### src/rtl/fft_frame_pkg.sv
// Purpose : shared constants, FSM state type and sample helpers for fft_frame_loader.
// Latency : n/a (package only).
// Backpr. : n/a.
// Contents: FRAME_LEN, SAMPLE_W, OUT_W, IDX_W, state_e, sext_sample(), and when
//           FFT_FRAME_LOADER_WINDOW_EN is defined, the WIN Hann table and win_sample().
package fft_frame_pkg;

  localparam int FRAME_LEN = 16;
  localparam int SAMPLE_W  = 10;
  localparam int OUT_W     = 16;
  localparam int IDX_W     = 4;

  typedef enum logic {
    ST_IDLE   = 1'b0,
    ST_STREAM = 1'b1
  } state_e;

  // Sign-extend a raw 10-bit two's complement tap to the output width.
  function automatic logic [OUT_W-1:0] sext_sample(input logic [SAMPLE_W-1:0] s);
    return {{(OUT_W-SAMPLE_W){s[SAMPLE_W-1]}}, s};
  endfunction

`ifdef FFT_FRAME_LOADER_WINDOW_EN
  // Periodic 16-point Hann window scaled so the peak (index 8) is exactly 256.
  localparam logic [8:0] WIN [FRAME_LEN] = '{
    9'd0,   9'd10,  9'd37,  9'd79,  9'd128, 9'd177, 9'd219, 9'd246,
    9'd256, 9'd246, 9'd219, 9'd177, 9'd128, 9'd79,  9'd37,  9'd10
  };

  // sample * w >>> 8. Since w <= 256 the result always fits back into
  // SAMPLE_W signed bits, so truncating the shifted product is lossless.
  function automatic logic [OUT_W-1:0] win_sample(input logic [SAMPLE_W-1:0] s,
                                                  input logic [8:0]          w);
    logic signed [SAMPLE_W+9:0] prod;
    prod = $signed(s) * $signed({1'b0, w});
    prod = prod >>> 8;
    return OUT_W'(prod);
  endfunction
`endif

endpackage

### src/rtl/pulse_sync.sv
// Purpose : 2-flop synchroniser for an asynchronous level plus rising-edge detector.
// Latency : pulse_o asserts 2-3 clk edges after async_i rises (one-clk pulse).
// Backpr. : none; every synchronised rising edge produces exactly one pulse.
// Ports   : clk_i, rst_n_i (async active-low), async_i (foreign-domain level),
//           pulse_o (one-cycle event in clk_i domain).
module pulse_sync (
  input  logic clk_i,
  input  logic rst_n_i,
  input  logic async_i,
  output logic pulse_o
);

  // [0] metastability catcher, [1] synchronised level, [2] delayed copy for edge detect
  logic [2:0] sync_q;

  always_ff @(posedge clk_i or negedge rst_n_i) begin
    if (!rst_n_i) begin
      sync_q <= '0;
    end else begin
      sync_q <= {sync_q[1:0], async_i};
    end
  end

  assign pulse_o = sync_q[1] & ~sync_q[2];

endmodule

### src/rtl/fft_frame_loader.sv
// Purpose : snapshots a 16-tap sample delay line every HOP new-sample events and
//           streams it as one 16-word frame (oldest first) to a downstream FFT.
// Latency : out_valid rises the clk edge after the snapshot; new_t to snapshot is
//           3 clk edges through the synchroniser.
// Backpr. : valid/ready per word; outputs hold during stalls. A trigger arriving
//           while a frame is still streaming is dropped and counted in overrun_cnt.
// Ports   : clk, reset (async active-low), new_t (async sample flag), t0..t15 taps
//           (t0 newest, 10-bit signed in [9:0]), out_data/out_valid/out_ready/
//           out_sop/out_eop/out_idx stream, busy, overrun_cnt (saturating).
// Config  : define FFT_FRAME_LOADER_WINDOW_EN to apply the Hann window to out_data.
module fft_frame_loader
  import fft_frame_pkg::*;
#(
  parameter int HOP   = 4,  // events between frame starts, 1..16
  parameter int OVR_W = 8
) (
  input  logic             clk,
  input  logic             reset,
  input  logic             new_t,
  input  logic [15:0]      t0,
  input  logic [15:0]      t1,
  input  logic [15:0]      t2,
  input  logic [15:0]      t3,
  input  logic [15:0]      t4,
  input  logic [15:0]      t5,
  input  logic [15:0]      t6,
  input  logic [15:0]      t7,
  input  logic [15:0]      t8,
  input  logic [15:0]      t9,
  input  logic [15:0]      t10,
  input  logic [15:0]      t11,
  input  logic [15:0]      t12,
  input  logic [15:0]      t13,
  input  logic [15:0]      t14,
  input  logic [15:0]      t15,
  output logic [OUT_W-1:0] out_data,
  output logic             out_valid,
  input  logic             out_ready,
  output logic             out_sop,
  output logic             out_eop,
  output logic [IDX_W-1:0] out_idx,
  output logic             busy,
  output logic [OVR_W-1:0] overrun_cnt
);

  localparam int               HOP_W    = (HOP > 1) ? $clog2(HOP) : 1;
  localparam int               WARM_W   = $clog2(FRAME_LEN + 1);
  localparam logic [IDX_W-1:0] LAST_IDX = IDX_W'(FRAME_LEN - 1);

  // ---------------------------------------------------------------------------
  // Tap gathering: only [9:0] of each tap carries the sample.
  // ---------------------------------------------------------------------------
  logic [SAMPLE_W-1:0] tap_w [FRAME_LEN];
  logic                unused_tap_hi;

  assign tap_w[0]  = t0[SAMPLE_W-1:0];
  assign tap_w[1]  = t1[SAMPLE_W-1:0];
  assign tap_w[2]  = t2[SAMPLE_W-1:0];
  assign tap_w[3]  = t3[SAMPLE_W-1:0];
  assign tap_w[4]  = t4[SAMPLE_W-1:0];
  assign tap_w[5]  = t5[SAMPLE_W-1:0];
  assign tap_w[6]  = t6[SAMPLE_W-1:0];
  assign tap_w[7]  = t7[SAMPLE_W-1:0];
  assign tap_w[8]  = t8[SAMPLE_W-1:0];
  assign tap_w[9]  = t9[SAMPLE_W-1:0];
  assign tap_w[10] = t10[SAMPLE_W-1:0];
  assign tap_w[11] = t11[SAMPLE_W-1:0];
  assign tap_w[12] = t12[SAMPLE_W-1:0];
  assign tap_w[13] = t13[SAMPLE_W-1:0];
  assign tap_w[14] = t14[SAMPLE_W-1:0];
  assign tap_w[15] = t15[SAMPLE_W-1:0];

  assign unused_tap_hi = ^{t0[15:SAMPLE_W],  t1[15:SAMPLE_W],  t2[15:SAMPLE_W],  t3[15:SAMPLE_W],
                           t4[15:SAMPLE_W],  t5[15:SAMPLE_W],  t6[15:SAMPLE_W],  t7[15:SAMPLE_W],
                           t8[15:SAMPLE_W],  t9[15:SAMPLE_W],  t10[15:SAMPLE_W], t11[15:SAMPLE_W],
                           t12[15:SAMPLE_W], t13[15:SAMPLE_W], t14[15:SAMPLE_W], t15[15:SAMPLE_W]};

  // ---------------------------------------------------------------------------
  // Event generation, warm-up and hop counting
  // ---------------------------------------------------------------------------
  logic evt_w;

  pulse_sync u_sync (
    .clk_i   (clk),
    .rst_n_i (reset),
    .async_i (new_t),
    .pulse_o (evt_w)
  );

  logic [WARM_W-1:0] warm_q, warm_d;
  logic [HOP_W-1:0]  hop_q,  hop_d;
  logic              trig_w;
  logic              warm_ok_w;

  // The trigger fires on the HOP-th event; the counter wraps on that same event.
  assign trig_w = evt_w && (hop_q == HOP_W'(HOP - 1));

  // warm_q counts events already seen; a trigger is itself an event, so the
  // frame may start on the event that brings the total to FRAME_LEN.
  assign warm_ok_w = (warm_q >= WARM_W'(FRAME_LEN - 1));

  always_comb begin
    hop_d  = hop_q;
    warm_d = warm_q;
    if (evt_w) begin
      hop_d = trig_w ? '0 : hop_q + HOP_W'(1);
      if (warm_q != WARM_W'(FRAME_LEN)) begin
        warm_d = warm_q + WARM_W'(1);
      end
    end
  end

  // ---------------------------------------------------------------------------
  // Frame FSM, snapshot buffer and overrun counter
  // ---------------------------------------------------------------------------
  state_e              state_q, state_d;
  logic [IDX_W-1:0]    idx_q,   idx_d;
  logic [OVR_W-1:0]    ovr_q,   ovr_d;
  logic [SAMPLE_W-1:0] buf_q [FRAME_LEN];
  logic [SAMPLE_W-1:0] buf_d [FRAME_LEN];

  always_comb begin
    state_d = state_q;
    idx_d   = idx_q;
    ovr_d   = ovr_q;
    buf_d   = buf_q;
    case (state_q)
      ST_IDLE: begin
        // Triggers during warm-up are simply discarded, not counted as overruns.
        if (trig_w && warm_ok_w) begin
          state_d = ST_STREAM;
          idx_d   = '0;
          // Word 0 is the oldest tap (t15), word 15 the newest (t0).
          for (int i = 0; i < FRAME_LEN; i++) begin
            buf_d[i] = tap_w[FRAME_LEN-1-i];
          end
        end
      end
      ST_STREAM: begin
        // Includes a trigger landing on the final transfer edge: the frame is
        // still owned at that point, so the trigger is lost.
        if (trig_w && (ovr_q != '1)) begin
          ovr_d = ovr_q + OVR_W'(1);
        end
        if (out_ready) begin
          if (idx_q == LAST_IDX) begin
            state_d = ST_IDLE;
            idx_d   = '0;
          end else begin
            idx_d = idx_q + IDX_W'(1);
          end
        end
      end
      default: begin
        state_d = ST_IDLE;
      end
    endcase
  end

  always_ff @(posedge clk or negedge reset) begin
    if (!reset) begin
      state_q <= ST_IDLE;
      idx_q   <= '0;
      ovr_q   <= '0;
      hop_q   <= '0;
      warm_q  <= '0;
      for (int i = 0; i < FRAME_LEN; i++) begin
        buf_q[i] <= '0;
      end
    end else begin
      state_q <= state_d;
      idx_q   <= idx_d;
      ovr_q   <= ovr_d;
      hop_q   <= hop_d;
      warm_q  <= warm_d;
      buf_q   <= buf_d;
    end
  end

  // ---------------------------------------------------------------------------
  // Output stage: all outputs decode from registered state, so they are stable
  // across stalls and drop to zero as soon as reset asserts.
  // ---------------------------------------------------------------------------
  logic [SAMPLE_W-1:0] cur_w;
  logic [OUT_W-1:0]    word_w;

  assign cur_w = buf_q[idx_q];

`ifdef FFT_FRAME_LOADER_WINDOW_EN
  assign word_w = win_sample(cur_w, WIN[idx_q]);
`else
  assign word_w = sext_sample(cur_w);
`endif

  assign out_valid   = (state_q == ST_STREAM);
  assign busy        = (state_q == ST_STREAM);
  assign out_idx     = idx_q;
  assign out_sop     = out_valid && (idx_q == '0);
  assign out_eop     = out_valid && (idx_q == LAST_IDX);
  assign out_data    = out_valid ? word_w : '0;
  assign overrun_cnt = ovr_q;

endmodule

### config.mk
export PLATFORM = sky130hd
export DESIGN_NAME = fft_frame_loader
export DESIGN_NICKNAME = d
export VERILOG_FILES = /design/src/rtl/fft_frame_pkg.sv /design/src/rtl/pulse_sync.sv /design/src/rtl/fft_frame_loader.sv
export SDC_FILE = /design/constraint.sdc
export NUM_CORES = 1
export LEC_CHECK = 0
export CAP_MARGIN = 20
export CORE_UTILIZATION = 45
export CTS_BUF_LIST = sky130_fd_sc_hd__clkbuf_8
export DETAILED_ROUTE_END_ITERATION = 12
export PLACE_DENSITY = 0.88
export SYNTH_ARGS = -nofsm -noshare
export SYNTH_HDL_FRONTEND = slang
export SYNTH_SLANG_ARGS = --single-unit
### constraint.sdc
create_clock -name clk -period 4.8 [get_ports clk]
set_input_delay 0.96 -clock clk [delete_from_list [all_inputs] [get_ports clk]]
set_output_delay 0.96 -clock clk [all_outputs]
set_load 0.03 [all_outputs]
Yosys cells after proc, flatten, opt, wreduce, memory -nomap -nowiden. Cells that the tools add are included. W data, S select, Z words.

ROM bits: 0. Input bits: 260. Bits in latches: 0. Memory bits (writable): 0. Register bits: 183. Memories: 0.

Div/mod/pow operators: 0. Order comparisons: 2. Bitwise operators: 4. Multiply operators: 0. Reductions and logical operators: 10. Multiplexer cells: 13. Equal/unequal tests: 6. $add $sub $neg: 4. Shift-type cells: 0.

Operators with widths (number): $bmux W10 S4 (1); $mux W10 (2); $mux W16 (1); $mux W4 (3); $add A8 B1 Y8 const B (1); $ne A8 B8 Y1 const B (1); $pmux W4 S2 (1); $reduce_and A2 Y1 (4); $add A5 B1 Y5 const B (1); $ge A5 B4 Y1 const B (1); $ge A5 B5 Y1 const B (1); $logic_and A1 B1 Y1 (5); $ne A5 B5 Y1 const B (1); $not A4 Y5 (1); $add A4 B1 Y4 const B (1); $eq A4 B4 Y1 const B (1); $logic_not A4 Y1 (1); $ne A2 B2 Y1 const B (2); $mux W1 (3); $add A2 B1 Y2 const B (1); $eq A2 B2 Y1 const B (1); $mux W2 (1); $not A1 Y1 (2); $pmux W1 S2 (1); $and A1 B1 Y1 (1).

Logic depth before layout (Yosys ltp).
Word-level depth: 6. Gate-level depth with buffers: 9. Depth with buffers taken out: 7.

Hierarchy. A second synthesis with hierarchy kept.

Cells, all modules: 569. Area, all modules: 8446.9 µm².

By module, submodules not included: fft_frame_loader (instances 1, area each 8358.0 µm², cells each 565, sequential area each 4504.3 µm²); pulse_sync (instances 1, area each 88.8 µm², cells each 4, sequential area each 75.1 µm²).

Worst setup path before layout. OpenSTA, ideal clock, no wires.

Path type: register to output. Start: register idx_q[2] (netlist: out_idx[2]). End: output port out_data[10]. Setup slack: 1.630 ns. Arrival time: 2.210 ns. Path buffers: 4. Stages on the path, launching flop included: 9. Cells stage by stage: dfrtp_1 clkbuf_1 and2_1 clkbuf_1 clkbuf_1 a22oi_1 nand3_1 nand2_1 buf_4.

Cells in the longest elaborated chain, start to end: 5.

Ends and longest elaborated chain: start, declared (line fft_frame_loader.sv:117) `logic [IDX_W-1:0] idx_q, idx_d;`; start signal, assigned (line fft_frame_loader.sv:172) `idx_q <= idx_d;`; $not A4 Y5 (implied by the code) (line fft_frame_loader.sv:187) `assign cur_w = buf_q[idx_q];`; $bmux W10 S4 (line fft_frame_loader.sv:187); $mux W10 (implied by the code) (2 in a row) (line fft_frame_loader.sv:187); $mux W16 (line fft_frame_loader.sv:200) `assign out_data = out_valid ? word_w : '0;`; end, declared (line fft_frame_loader.sv:36) `output logic [OUT_W-1:0] out_data,`.

No other way between the ends. The select of a mux whose other input is x is not followed.

Final worst setup path.
Start: register idx_q[0] (netlist: out_idx[0]). End: output port out_data[2].

Same word-level chain as after synthesis.

==> results.md <==
- The run finished, with violations left.
- The final reports fail on DRC.
- The largest driver fanout on the critical path is 44.
- After detailed routing, the number of vias per cell comes to 5.31.
- The buffer cell driving the clock tree root is clkbuf_8.
- The length of the first detailed-routing pass in iterations is 10.
- The analysis attributes to net switching a power of 0.00234 W.
- The number of nets in the layout is 1057.
- The worst slack at placement is 1.16 ns.
- The clock network latency to the later pin of the worst-skew pair is 0.47 ns.
- In this run the tightest slew margin relative to its limit is 0.333.
- The maximum buffer depth of the clock tree is 2.
- The data arrival time at the worst-slack endpoint is 3.18 ns.
- The leakage power summed over all cells is 4.92 nW.
- By area the synthesized netlist is led by dfrtp_1 (54%), mux2_1 (19%), mux2i_1 (7.2%), mux4_2 (2.7%), a22oi_1 (2.6%).
- The adder-cell share of the synthesized area is 0.0103.
- For the pin with the worst max-slew slack, the measured transition is 1.00 ns.
- In the routed design, unresolved DRC markers number 13.
- Buffers inserted during clock tree synthesis total 17.
- After detailed routing, the average wire length per cell comes to 19.2 um.
- During synthesis, Yosys emitted a total of 0 warnings.
- The die is 139 um tall.
- 292 I/O pins were placed.
- Of the synthesized area, sequential elements account for 0.541.
- After synthesis, the largest family of logic cells by area is multiplexers.
- The number of I/O port buffers is 195.
- The post-CTS setup-driven buffer insertion count is 0.
- The final max-slew violation count is 0.
- The startpoint of the most critical hold path is u_sync.sync_q[0].
- The startpoint of the most critical setup path is out_idx[0].
- After synthesis the netlist holds a flip-flop and latch count of 183.
- The reg2reg setup slack is 2.07 ns.
- The share of total power dissipated in combinational logic is 0.404.
- The startpoint identified for the worst register-to-register timing path is warm_q[1].
- The compound-cell area share of the yosys netlist was 0.0438.
- The mapped netlist covers 0.00846 mm2.
- The cell accounting for the most synthesized area is dfrtp_1.
- The data required time at the worst endpoint is 3.84 ns.
- The routed design has 19800 um of wire.
- TritonCTS built the clock tree.
- Buffers inserted to repair hold after CTS numbered 0.
- The width of the die is 139 um.
- The clock share of power is 0.176.
- Based on the critical path, the design can be clocked at up to 241 MHz.
- The kind of path behind the tightest hold check is reg2reg.
- The worst setup path is of the reg2out kind.
- The leading register cell type out of synthesis is dfrtp_1.
- For the final database, setup skew stands at 0.0109 ns.
- The number of gates resized after CTS was 0.
- Of the total power, the share spent switching nets is 0.367.
- Of the total power, registers draw 0.419.
- The most frequent cell after synthesis is dfrtp_1.
- The number of enable flip-flop cells after synthesis is 0.
- The kind of capture point of the worst setup path is an output port.
- The final count of hold timing violations was 0.
- Setup slack on the critical path of the routed design comes to 0.658 ns.
- The total die area is 0.0194 mm2.
- The share of synthesized registers carrying an async set or reset is 1.00.
- The tool flagged a number of max-cap violations equal to 0.
- The global-route wire length before repair is 31500 um.
- The initial antenna violation count is 0.
- The number of rows in the core area is 49.
- Setup violations remaining at the end of the flow were counted as 0.
- The final HPWL from detailed placement is 14000 um.
- STA classifies the critical path startpoint as a flop.
- The placer's final routability congestion estimate is 0.759.
- The aggregate global routing overflow is 0.
- When the netlist entered floorplanning its net count stood at 877.
- The first routing iteration left 169 violations.
- The H-tree generated during clock tree synthesis spans 4 levels.
- In this run the standard cell core region covers 0.0182 mm2.
- Setup repair after global routing left no endpoint under its margin.
- The share of synthesized area in the top cell type comes to 0.541.
- The worst-case hold slack is 0.355 ns.
- Detailed routing inserted a total of 5484 vias.
- The number of antenna cells inserted is 0.
- Across the VDD grid, the largest voltage drop is 0.394 mV.
- The share of the synthesized netlist area taken by xor and xnor gates is 0.0103.
- The antenna violation net count after detailed routing is 0.
- After synthesis, the mean cell area works out to 13.9 um2.
- The share of synthesized cell area in and, or, nand and nor gates is 0.0424.
- The internal power of the cells is 0.00403 W.
- The signed area change from the synthesized netlist to the final layout is 29.5%.
- The multiplexer fraction of the synthesized cell area is 0.313.
- In this run, distinct cell masters in the synthesized netlist total 35.
- The commonest cells after synthesis are dfrtp_1 (183), mux2_1 (145), mux2i_1 (61), a22oi_1 (29), nand2_1 (22).
- The gate count after technology mapping is 610.
- The via count of the first global-routing pass was 5841.
- Entering global routing, the biggest net connects 93 pins.
- The power density relative to cell area is 581 mW/mm2.
- The clock slew at the register clock pins of the worst setup and hold paths is 0.10 ns.
- Total power for the finished layout comes to 0.00637 W.
- The aggregate negative setup slack is 0 ns.
- The worst path needs 4.14 ns of the cycle, external delays included.
- The global routing usage summed across all routing layers is 0.214.
- The clock net in this run drives a total of 183 sinks.
- Of the available clock period, the critical path in the final layout requires 0.863.
- The share of layout cells above drive strength 1 is 0.0909.
- For this configuration, the core starts out at a cell density of 0.465.
-- metal layers --
metal | track usage | vias to the layer above | wire length [um]
met1 | 0.276 | 2766 | 8710
met3 | 0.0611 | 18 | 1130
met4 | 0.0591 | 0 | 250
li1 | - | 2561 | -
met5 | 0 | - | 0
met2 | 0.354 | 139 | 9710
-- cells in the final DEF (no fill, tap or decap), types with 5 or more instances in the layout --
cell type / Yosys / layout
clkdlybuf4s50_1: 0 / 194
dfrtp_1: 183 / 182
mux2_1: 145 / 145
mux2i_1: 61 / 61
a22oi_1: 29 / 29
nand2_1: 22 / 22
clkbuf_8: 0 / 18
mux2_2: 16 / 16
o21ai_0: 15 / 15
nor2_1: 15 / 14
nand3_1: 14 / 14
mux4_2: 10 / 10
inv_1: 7 / 7
ha_1: 7 / 7
buf_4: 15 / 7
xnor2_1: 6 / 6
and3_1: 5 / 5
-- kinds of logic after synthesis --
| logic type | count (synthesis) |
|---|---|
| multiplexers | 232 |
| flip-flops | 183 |
| AND/OR/NAND/NOR | 74 |
| AO/OA/AOI/OAI | 53 |
| buffers and inverters | 51 |
| XOR/XNOR | 10 |
| adder cells (fa/ha/maj) | 7 |
-- critical path, cell delays in order, from the launching register on --
cell	delay (ns)
dfrtp_4	0.98
buf_12	0.31
mux2i_1	0.12
a22oi_1	0.24
nand3_1	0.15
o21ai_0	0.13
clkdlybuf4s50_1	0.73
-- registers in the layout (all words and copies together) (netlist names) --
register / count
buf_q: 160
busy: 1
hop_q: 2
out_idx: 4
overrun_cnt: 8
u_sync.sync_q: 3
warm_q: 5
-- power by group through the flow --
stage	Clock, W	Combinational (W)	Sequential [W]
floorplan	0	0.00180	0.00253
global placement	0	0.00254	0.00267
detailed placement	0	0.00260	0.00272
CTS	0.00115	0.00261	0.00268
global route	0.00122	0.00279	0.00278
finish	0.00112	0.00258	0.00267
-- through the flow --
step	cells	area, um2	util
floorplan	610	8460	-
global placement	1000	10500	0.579
detailed placement	1000	10500	0.579
CTS	1032	11000	0.602
global route	1032	11000	0.602
finish	1032	11000	0.602
-- final timing paths --
kind                                          to  depth (start not counted)
worst min register to register  u_sync.sync_q[1]                          0
worst min-delay path            u_sync.sync_q[1]                          0
min in group asynchronous              buf_q[24]                          1
worst max-delay path                 out_data[2]                          6
worst max register to register         buf_q[14]                          7
max in group asynchronous             buf_q[152]                          2
-- layout make-up --
cell class                 instances  area (um2)
timing repair buffer             205        2070
tap                              229         287
fill                            1447        7240
inverter                           7        26.3
clock inverter                    15         195
multi-input combinational        376        3570
clock buffer                      17         234
sequential                       183        4580
Note: power is estimated with default switching activity, not from simulation.
